<file path="config.mk">
export PLATFORM = sky130hd
export DESIGN_NAME = mem_ctrl
export DESIGN_NICKNAME = d
export VERILOG_FILES = /design/src/rtl/mem_ctrl.sv
export SDC_FILE = /design/constraint.sdc
export NUM_CORES = 1
export LEC_CHECK = 0
export ABC_AREA = 1
export CAP_MARGIN = 20
export CORE_ASPECT_RATIO = 0.5
export CORE_MARGIN = 2
export CORE_UTILIZATION = 50
export CTS_CLUSTER_DIAMETER = 50
export DETAILED_ROUTE_END_ITERATION = 16
export DONT_BUFFER_PORTS = 1
export SKIP_CTS_REPAIR_TIMING = 1
export SYNTH_ARGS = -nofsm -noshare
export SYNTH_HDL_FRONTEND = slang
export SYNTH_SLANG_ARGS = --single-unit
</file>
<file path="constraint.sdc">
create_clock -name clk_in -period 15.6 [get_ports clk_in]
set_input_delay 2.34 -clock clk_in [delete_from_list [all_inputs] [get_ports clk_in]]
set_output_delay 2.34 -clock clk_in [all_outputs]
set_load 0.005 [all_outputs]
</file>
<file path="src/rtl/mem_ctrl.sv">
// mem_ctrl: arbitrates instruction fetch and load/store requests onto a
// byte-wide single-port RAM, serializing each access into little-endian
// byte beats and returning zero-extended data with a one-cycle done pulse.
module mem_ctrl (
    input  logic        clk_in,
    input  logic        rst_in,
    input  logic        rdy_in,
    input  logic        clear,
    input  logic        io_buffer_full,
    input  logic [7:0]  mem_din,
    output logic [7:0]  mem_dout,
    output logic [31:0] mem_a,
    output logic        mem_wr,
    input  logic        if_req,
    input  logic [31:0] if_addr,
    output logic        if_done,
    output logic [31:0] if_data,
    input  logic        ls_req,
    input  logic        ls_wr,
    input  logic [1:0]  ls_size,
    input  logic [31:0] ls_addr,
    input  logic [31:0] ls_wdata,
    output logic        ls_done,
    output logic [31:0] ls_rdata
);

    typedef enum logic [1:0] {
        IDLE  = 2'd0,
        READ  = 2'd1,
        WRITE = 2'd2
    } state_t;

    typedef enum logic {
        OWN_IF = 1'b0,
        OWN_LS = 1'b1
    } owner_t;

    state_t      state, state_nxt;
    owner_t      owner, last_grant;
    logic [2:0]  beat;          // READ: index of the address on mem_a; WRITE: byte on the bus
    logic [2:0]  len;           // access length in bytes (1, 2 or 4)
    logic [31:0] start;         // latched start address
    logic [31:0] wdata;         // latched store data
    logic [31:0] rbuf;          // assembled read lanes, unused lanes stay zero

    logic        io_block, if_elig, ls_elig;
    logic        grant_if, grant_ls;
    logic        rd_done, wr_done;
    logic [2:0]  nb, ls_len;
    logic [31:0] next_addr, rd_final;
    logic [7:0]  next_byte;

    // Eligibility and arbitration; grants only from IDLE, never on a clear edge
    always_comb begin
        io_block = ls_wr && (ls_addr[17:16] == 2'b11) && io_buffer_full;
        if_elig  = if_req && !if_done;
        ls_elig  = ls_req && !ls_done && !io_block;
        grant_if = 1'b0;
        grant_ls = 1'b0;
        if (state == IDLE && !clear) begin
            if (if_elig && ls_elig) begin
                // tie: the requester that did not win last time goes first
                if (last_grant == OWN_IF) grant_ls = 1'b1;
                else                      grant_if = 1'b1;
            end else if (if_elig) begin
                grant_if = 1'b1;
            end else if (ls_elig) begin
                grant_ls = 1'b1;
            end
        end
    end

    // Beat bookkeeping: next address/byte, completion conditions, final read word
    always_comb begin
        case (ls_size)
            2'b00:   ls_len = 3'd1;
            2'b01:   ls_len = 3'd2;
            default: ls_len = 3'd4;
        endcase
        nb        = beat + 3'd1;
        next_addr = start + {29'd0, nb};
        case (nb)
            3'd1:    next_byte = wdata[15:8];
            3'd2:    next_byte = wdata[23:16];
            default: next_byte = wdata[31:24];
        endcase
        // the last read byte arrives on mem_din in the cycle where beat == len
        rd_done = (state == READ) && !clear && (beat == len);
        wr_done = (state == WRITE) && (beat == len - 3'd1);
        case (len)
            3'd1:    rd_final = rbuf | {24'd0, mem_din};
            3'd2:    rd_final = rbuf | {16'd0, mem_din, 8'd0};
            default: rd_final = rbuf | {mem_din, 24'd0};
        endcase
    end

    // Next-state logic; a clear aborts reads but lets committed writes finish
    always_comb begin
        state_nxt = state;
        case (state)
            IDLE: begin
                if (grant_if || (grant_ls && !ls_wr)) state_nxt = READ;
                else if (grant_ls)                    state_nxt = WRITE;
            end
            READ: begin
                if (clear || beat == len) state_nxt = IDLE;
            end
            WRITE: begin
                if (wr_done) state_nxt = IDLE;
            end
            default: state_nxt = IDLE;
        endcase
    end

    // State register, frozen while rdy_in is low
    always_ff @(posedge clk_in or posedge rst_in) begin
        if (rst_in)      state <= IDLE;
        else if (rdy_in) state <= state_nxt;
    end

    // Datapath: latch operands at grant, drive beats, assemble and return data
    always_ff @(posedge clk_in or posedge rst_in) begin
        if (rst_in) begin
            mem_a      <= 32'd0;
            mem_dout   <= 8'd0;
            mem_wr     <= 1'b0;
            if_done    <= 1'b0;
            if_data    <= 32'd0;
            ls_done    <= 1'b0;
            ls_rdata   <= 32'd0;
            owner      <= OWN_IF;
            last_grant <= OWN_IF;
            beat       <= 3'd0;
            len        <= 3'd0;
            start      <= 32'd0;
            wdata      <= 32'd0;
            rbuf       <= 32'd0;
        end else if (rdy_in) begin
            if_done <= 1'b0;
            ls_done <= 1'b0;
            if (grant_if || grant_ls) begin
                owner      <= grant_if ? OWN_IF : OWN_LS;
                last_grant <= grant_if ? OWN_IF : OWN_LS;
                start      <= grant_if ? if_addr : ls_addr;
                len        <= grant_if ? 3'd4 : ls_len;
                wdata      <= ls_wdata;
                beat       <= 3'd0;
                rbuf       <= 32'd0;
                mem_a      <= grant_if ? if_addr : ls_addr;
                if (grant_ls && ls_wr) begin
                    mem_wr   <= 1'b1;
                    mem_dout <= ls_wdata[7:0];
                end
            end else if (state == READ && !clear) begin
                // mem_din now holds the byte addressed in the previous cycle
                case (beat)
                    3'd1:    rbuf[7:0]   <= mem_din;
                    3'd2:    rbuf[15:8]  <= mem_din;
                    3'd3:    rbuf[23:16] <= mem_din;
                    default: ;
                endcase
                if (nb < len) mem_a <= next_addr;
                beat <= nb;
                if (rd_done) begin
                    if (owner == OWN_IF) begin
                        if_done <= 1'b1;
                        if_data <= rd_final;
                    end else begin
                        ls_done  <= 1'b1;
                        ls_rdata <= rd_final;
                    end
                end
            end else if (state == WRITE) begin
                if (wr_done) begin
                    mem_wr  <= 1'b0;
                    ls_done <= 1'b1;
                end else begin
                    mem_a    <= next_addr;
                    mem_dout <= next_byte;
                    beat     <= nb;
                end
            end
        end
    end

endmodule
</file>
Word-level counts from Yosys, hierarchy flattened. Index checks and enable logic that the tools add are counted.

Reductions and logical operators: 40. Multiplexer cells: 52. Bitwise logic cells: 5. $add $sub $neg: 3. Order comparisons: 1. Equal/unequal tests: 21.

Operators with widths (number): $mux W32 (6); $mux W8 (8); $pmux W32 S2 (1); $mux W24 (2); $add A32 B3 Y32 (1); $or A24 B32 Y32 (1); $or A24 B16 Y24 (1); $or A24 B8 Y24 (1); $mux W1 (23); $reduce_and A5 Y1 (4); $pmux W8 S2 (1); $mux W3 (5); $eq A3 B2 Y1 const B (4); $logic_and A1 B1 Y1 (12); $reduce_and A3 Y1 (4); $reduce_bool A2 Y1 (6); $eq A3 B1 Y1 const B (3); $mux W2 (4); $ne A2 B1 Y1 const B (4); $reduce_and A4 Y1 (2); $eq A3 B3 Y1 (2); $ne A3 B1 Y1 const B (2); $pmux W2 S3 (1); $pmux W3 S2 (1); other kinds (13) (23).

Word-level logic and storage cells: 138. Output and inout bits: 107. Input bits: 114. Register bits: 204.

Logic depth before layout (Yosys ltp).
Word-level depth: 13. Gate-level depth with buffers: 17. Gate-level depth less buffers: 16.

Least setup slack after synthesis. No wires, ideal clock.

Kind: input-to-reg. Start point: in clear. End point: reg mem_a[7]. Arrival time: 3377 ps. Library setup time: 116 ps. Setup slack: 12107 ps. Buffers on the path: 1. Stages on the path: 9. Required time: 15484 ps. Path through: inv_1 nand3_1 nor2_1 nand2_2 clkbuf_1 o21ai_0 o21ai_0 nand2_1 nand2_1.

Longest elaborated chain between the ends: 6. Elaborated cells between the ends (all ways): 13. Those cells by class: eq/ne: 2; mux: 5; reduce/logical: 6.

Ends and longest elaborated chain: from (decl) (line 8) `input logic clear,`; $logic_not A1 Y1 * (line 60, 154); $logic_and A1 B1 Y1 (line 60) `if (state == IDLE && !clear) begin`; $mux W1 (line 60); $logic_or A1 B1 Y1 (line 141) `if (grant_if || grant_ls) begin`; $ne A3 B1 Y1 (no source line) / $reduce_bool A3 Y1 (equally long branches); $reduce_and A4 Y1 (no source line); to (signal assigned) (line 149) `mem_a <= grant_if ? if_addr : ls_addr;`; to (signal assigned) (line 162) `if (nb < len) mem_a <= next_addr;`; to (signal assigned) (line 178) `mem_a <= next_addr;`; to (decl) (line 12) `output logic [31:0] mem_a,`.

Mark *: on every way between the ends. The rest lies on a longest branch, timed or not. A chain may end at the register's enable or synchronous reset.

Final worst setup path.
Start point: in ls_addr[17]. End point: reg if_data[2].

Longest elaborated chain between the ends: 12. Elaborated cells between the ends (all ways): 15. Those cells by class: eq/ne: 1; mux: 6; bitwise: 1; reduce/logical: 7.

Ends and longest elaborated chain: from (decl) (line 21) `input logic [31:0] ls_addr,`; $eq A2 B2 Y1 * (line 55) `io_block = ls_wr && (ls_addr[17:16] == 2'b11) && io_buffer_full;`; $logic_and A1 B1 Y1 * (2 in a row) (line 55); $logic_not A1 Y1 * (line 57) `ls_elig = ls_req && !ls_done && !io_block;`; $logic_and A1 B1 Y1 * (line 57); $mux W1 (line 67) `end else if (ls_elig) begin`; $mux W1 (line 65) `end else if (if_elig) begin`; $mux W1 (line 61) `if (if_elig && ls_elig) begin`; $mux W1 (line 60); $logic_or A1 B1 Y1 * (line 141); $not A1 Y1 (no source line) *; $reduce_and A5 Y1 (no source line) *; to (signal assigned) (line 167) `if_data <= rd_final;`; to (decl) (line 17) `output logic [31:0] if_data,`.

Marks and branches as above.

==> results by group <==
Setup path
  • Startpoint Class: input pin
  • CP required: approximately 16 ns
  • Worst-path fanout max: 52
  • R2R Setup Slk: around 12 ns
  • FF-to-FF path depth: 11
  • Crit. End Element: flop
  • CP arrival: 5.30 ns
  • Worst R2R Start: beat[0]
  • Setup CP Type: in -> reg
  • Reg2reg end: mem_a[19]

STA
  • Unrepaired setup endpoints after global routing: false
  • F_max: between 200 and 250 MHz
  • Tmin final: between 4 and 5 ns
  • Final setup vio count: 0
  • Final period util: 31.76%
  • Fin. Hold Viols: 0
  • Slew @ Worst Pin: just over 1 ns
  • Max-slew headroom: about 33%
  • Final TNS setup: 0 ns
  • Pins Over Slew Limit: 0
  • Clock skew: 0.007766 ns

Power
  • Peak VDD IR: between 80 and 90 uV
  • Sw Share: around two fifths
  • Total power: about 1.9 mW
  • PD cells: roughly 170 nW/um^2
  • Clock power share: 26.5%
  • Lkg Pwr: between 5 and 6 nW
  • Internal Power: approximately 1.2 mW
  • Psw: roughly 720 uW
  • Power share of the combinational group: 29.4%
  • Sequential share of power: approximately 44%

Placement
  • HPWL after DPL: roughly 19000 um
  • Placed Area: between 10000 and 15000 um^2
  • Routability congestion estimate: roughly 0.9
  • PortBufs: 0

Worst hold path
  • WHS Path Cells: 2
  • Hold path startpoint: wdata[30]
  • Hold WC Path Type: reg -> reg
  • Hold endpoint: wdata[30]

Yosys
  • Largest area contributor in the netlist: dfrtp_1
  • Number of synthesis warnings: 0
  • FF+latch count, synth: between 150 and 200
  • Synth top area cells: dfrtp_1, nand2_1, o21ai_0, nand3_1, inv_1
  • Synth Instances: around 1400
  • Syn_nets: between 1500 and 2000
  • Synthesized area per cell: 7.289 um^2
  • Yosys top cell area share: a little under 50%
  • Yosys cell types: 31
  • Register area share after synthesis: between 40% and 50%
  • Mapped Area: approximately 10000 um^2

Clock tree
  • Clk root buf: clkbuf_16
  • Clk slew on worst S/H paths: ~0.07 ns
  • Total CTS buffers: 17
  • Clk buf depth: 2
  • Skew-Pair Late Insertion Delay: about 0.44 ns
  • Max H-tree Level: 4
  • CTS tree: built
  • Clk sinks: roughly 200

Routing
  • Detailed Routing Iterations Pass 1: 5
  • Wire per inst: 16.21 um
  • Initial detailed-routing violation count: around 650
  • Via density: 5.262
  • # DRC: 0
  • Antenna viol nets, final: 0
  • Wirelength, routed: 26530 um
  • Vias: approximately 8600

Die
  • Die X: between 200 and 250 um
  • Die Y: about 100 um
  • Ports: around 220
  • Initial core utilization: a little over 50%
  • Core area: between 15000 and 20000 um^2
  • Row cnt: 36
  • Die area: approximately 22000 um^2

GRT
  • Global-route wire length before repair: about 44000 um
  • Number of global-route vias before repair: about 8600
  • Largest net degree at the start of global routing: around 120
  • Initial antenna violation count: 0
  • GRT overflow: 0
  • GR Util All Layers: 25.81%

Final layout
  • Post-route cell area: 10910 um^2
  • Fill cell count: 1918
  • Layout cell share with drive strength beyond 1: under 10%
  • Most frequent cells in the layout: nand2_1, dfrtp_1, o21ai_0
  • Layout area overhead: 7.615%
  • Most common cell after layout, fill and taps aside: nand2_1
  • Layout Nets: ~1500
  • Ant. Diodes: 0

Job
  • Max-Cap Viols: 0

Status
  • Outcome: completed
## state kept, by name (all words and copies together), names as in the netlist
signal	count
if_done	1
len	3
rbuf	24
if_data	32
ls_done	1
wdata	24
mem_a	32
state	2
last_grant	1
start	32
ls_rdata	32
mem_wr	1
mem_dout	8
beat	3
## kinds of logic after synthesis
| logic type | Yosys count | synth area share (%) |
|---|---|---|
| adder cells (fa/ha/maj) | 16 | 2.049 |
| AO/OA/AOI/OAI | 187 | 9.700 |
| XOR/XNOR | 6 | 0.5183 |
| flip-flops | 196 | 48.38 |
| buffers and inverters | 199 | 8.096 |
| AND/OR/NAND/NOR | 787 | 31.26 |
## through the flow
stage	cells	setup WS (ns)	utilization [%]	hold slack (ns)
final	1636	10.65	55.43	0.4738
after CTS	1635	10.68	55.29	0.4768
after detailed placement	1603	10.22	51.95	0.4588
after floorplan	1391	7.919	-	0.4415
after global routing	1636	10.31	55.43	0.4977
after global placement	1603	10.38	51.95	0.4551
## layer usage
metal  GRT usage [%]  wire length, um  vias up
met5               0                0        -
met4           7.605              380        0
met3           5.271             1317       25
met2           42.81            12590      193
met1           34.22            12240     4093
li1                -                -     4298
## power groups by stage
stage | logic (mW) | clock network [mW] | registers (mW)
floorplan | 0.443 | 0 | 0.791
global placement | 0.544 | 0 | 0.839
detailed placement | 0.559 | 0 | 0.840
CTS | 0.562 | 0.508 | 0.833
global route | 0.657 | 0.530 | 0.855
finish | 0.556 | 0.500 | 0.832
## synthesized netlist by cell type, drive strengths merged
cell / number
a21boi: 1
nor2: 98
inv: 141
nand4: 4
nand3b: 2
o211ai: 9
nand3: 110
or2: 3
clkbuf: 27
xor2: 5
dfrtp: 196
nor3: 1
xnor2: 1
buf: 31
o21ai: 148
fa: 1
nand2: 569
ha: 15
o22ai: 2
o21bai: 2
a21oi: 25
## layout make-up
cell class | instances | area, um^2 | share of cell area (%)
clock buffer | 19 | 442.9 | 4.060
tap | 266 | 332.8 | 3.050
timing repair buffer | 5 | 57.56 | 0.5275
sequential | 196 | 4905 | 44.95
inverter | 141 | 536.8 | 4.920
multi-input combinational | 996 | 4420 | 40.52
clock inverter | 13 | 215.2 | 1.972
## worst max path at each step
| stage | from | to | slack [ns] | cells after the start |
|---|---|---|---|---|
| final | ls_addr[17] | if_data[2] | 10.65 | 11 |
| after global placement | ls_addr[17] | if_data[16] | 10.38 | 12 |
| after detailed placement | ls_addr[17] | if_data[2] | 10.22 | 11 |
| after floorplan | rst_in | beat[0] | 7.92 | 1 |
| after CTS | ls_addr[17] | if_data[2] | 10.68 | 11 |
| after global routing | io_buffer_full | if_data[2] | 10.31 | 11 |
## worst max-delay path, cell delays in order
cell,delay (ns)
nand2_1,0.04
inv_1,0.05
nand2_1,0.06
nand2_1,0.06
nand2_1,0.05
nand2_2,0.05
buf_4,0.46
nand2_2,0.43
inv_1,0.65
nand2_2,0.69
o21ai_0,0.38
No activity file was read; power rests on OpenSTA's default activity.
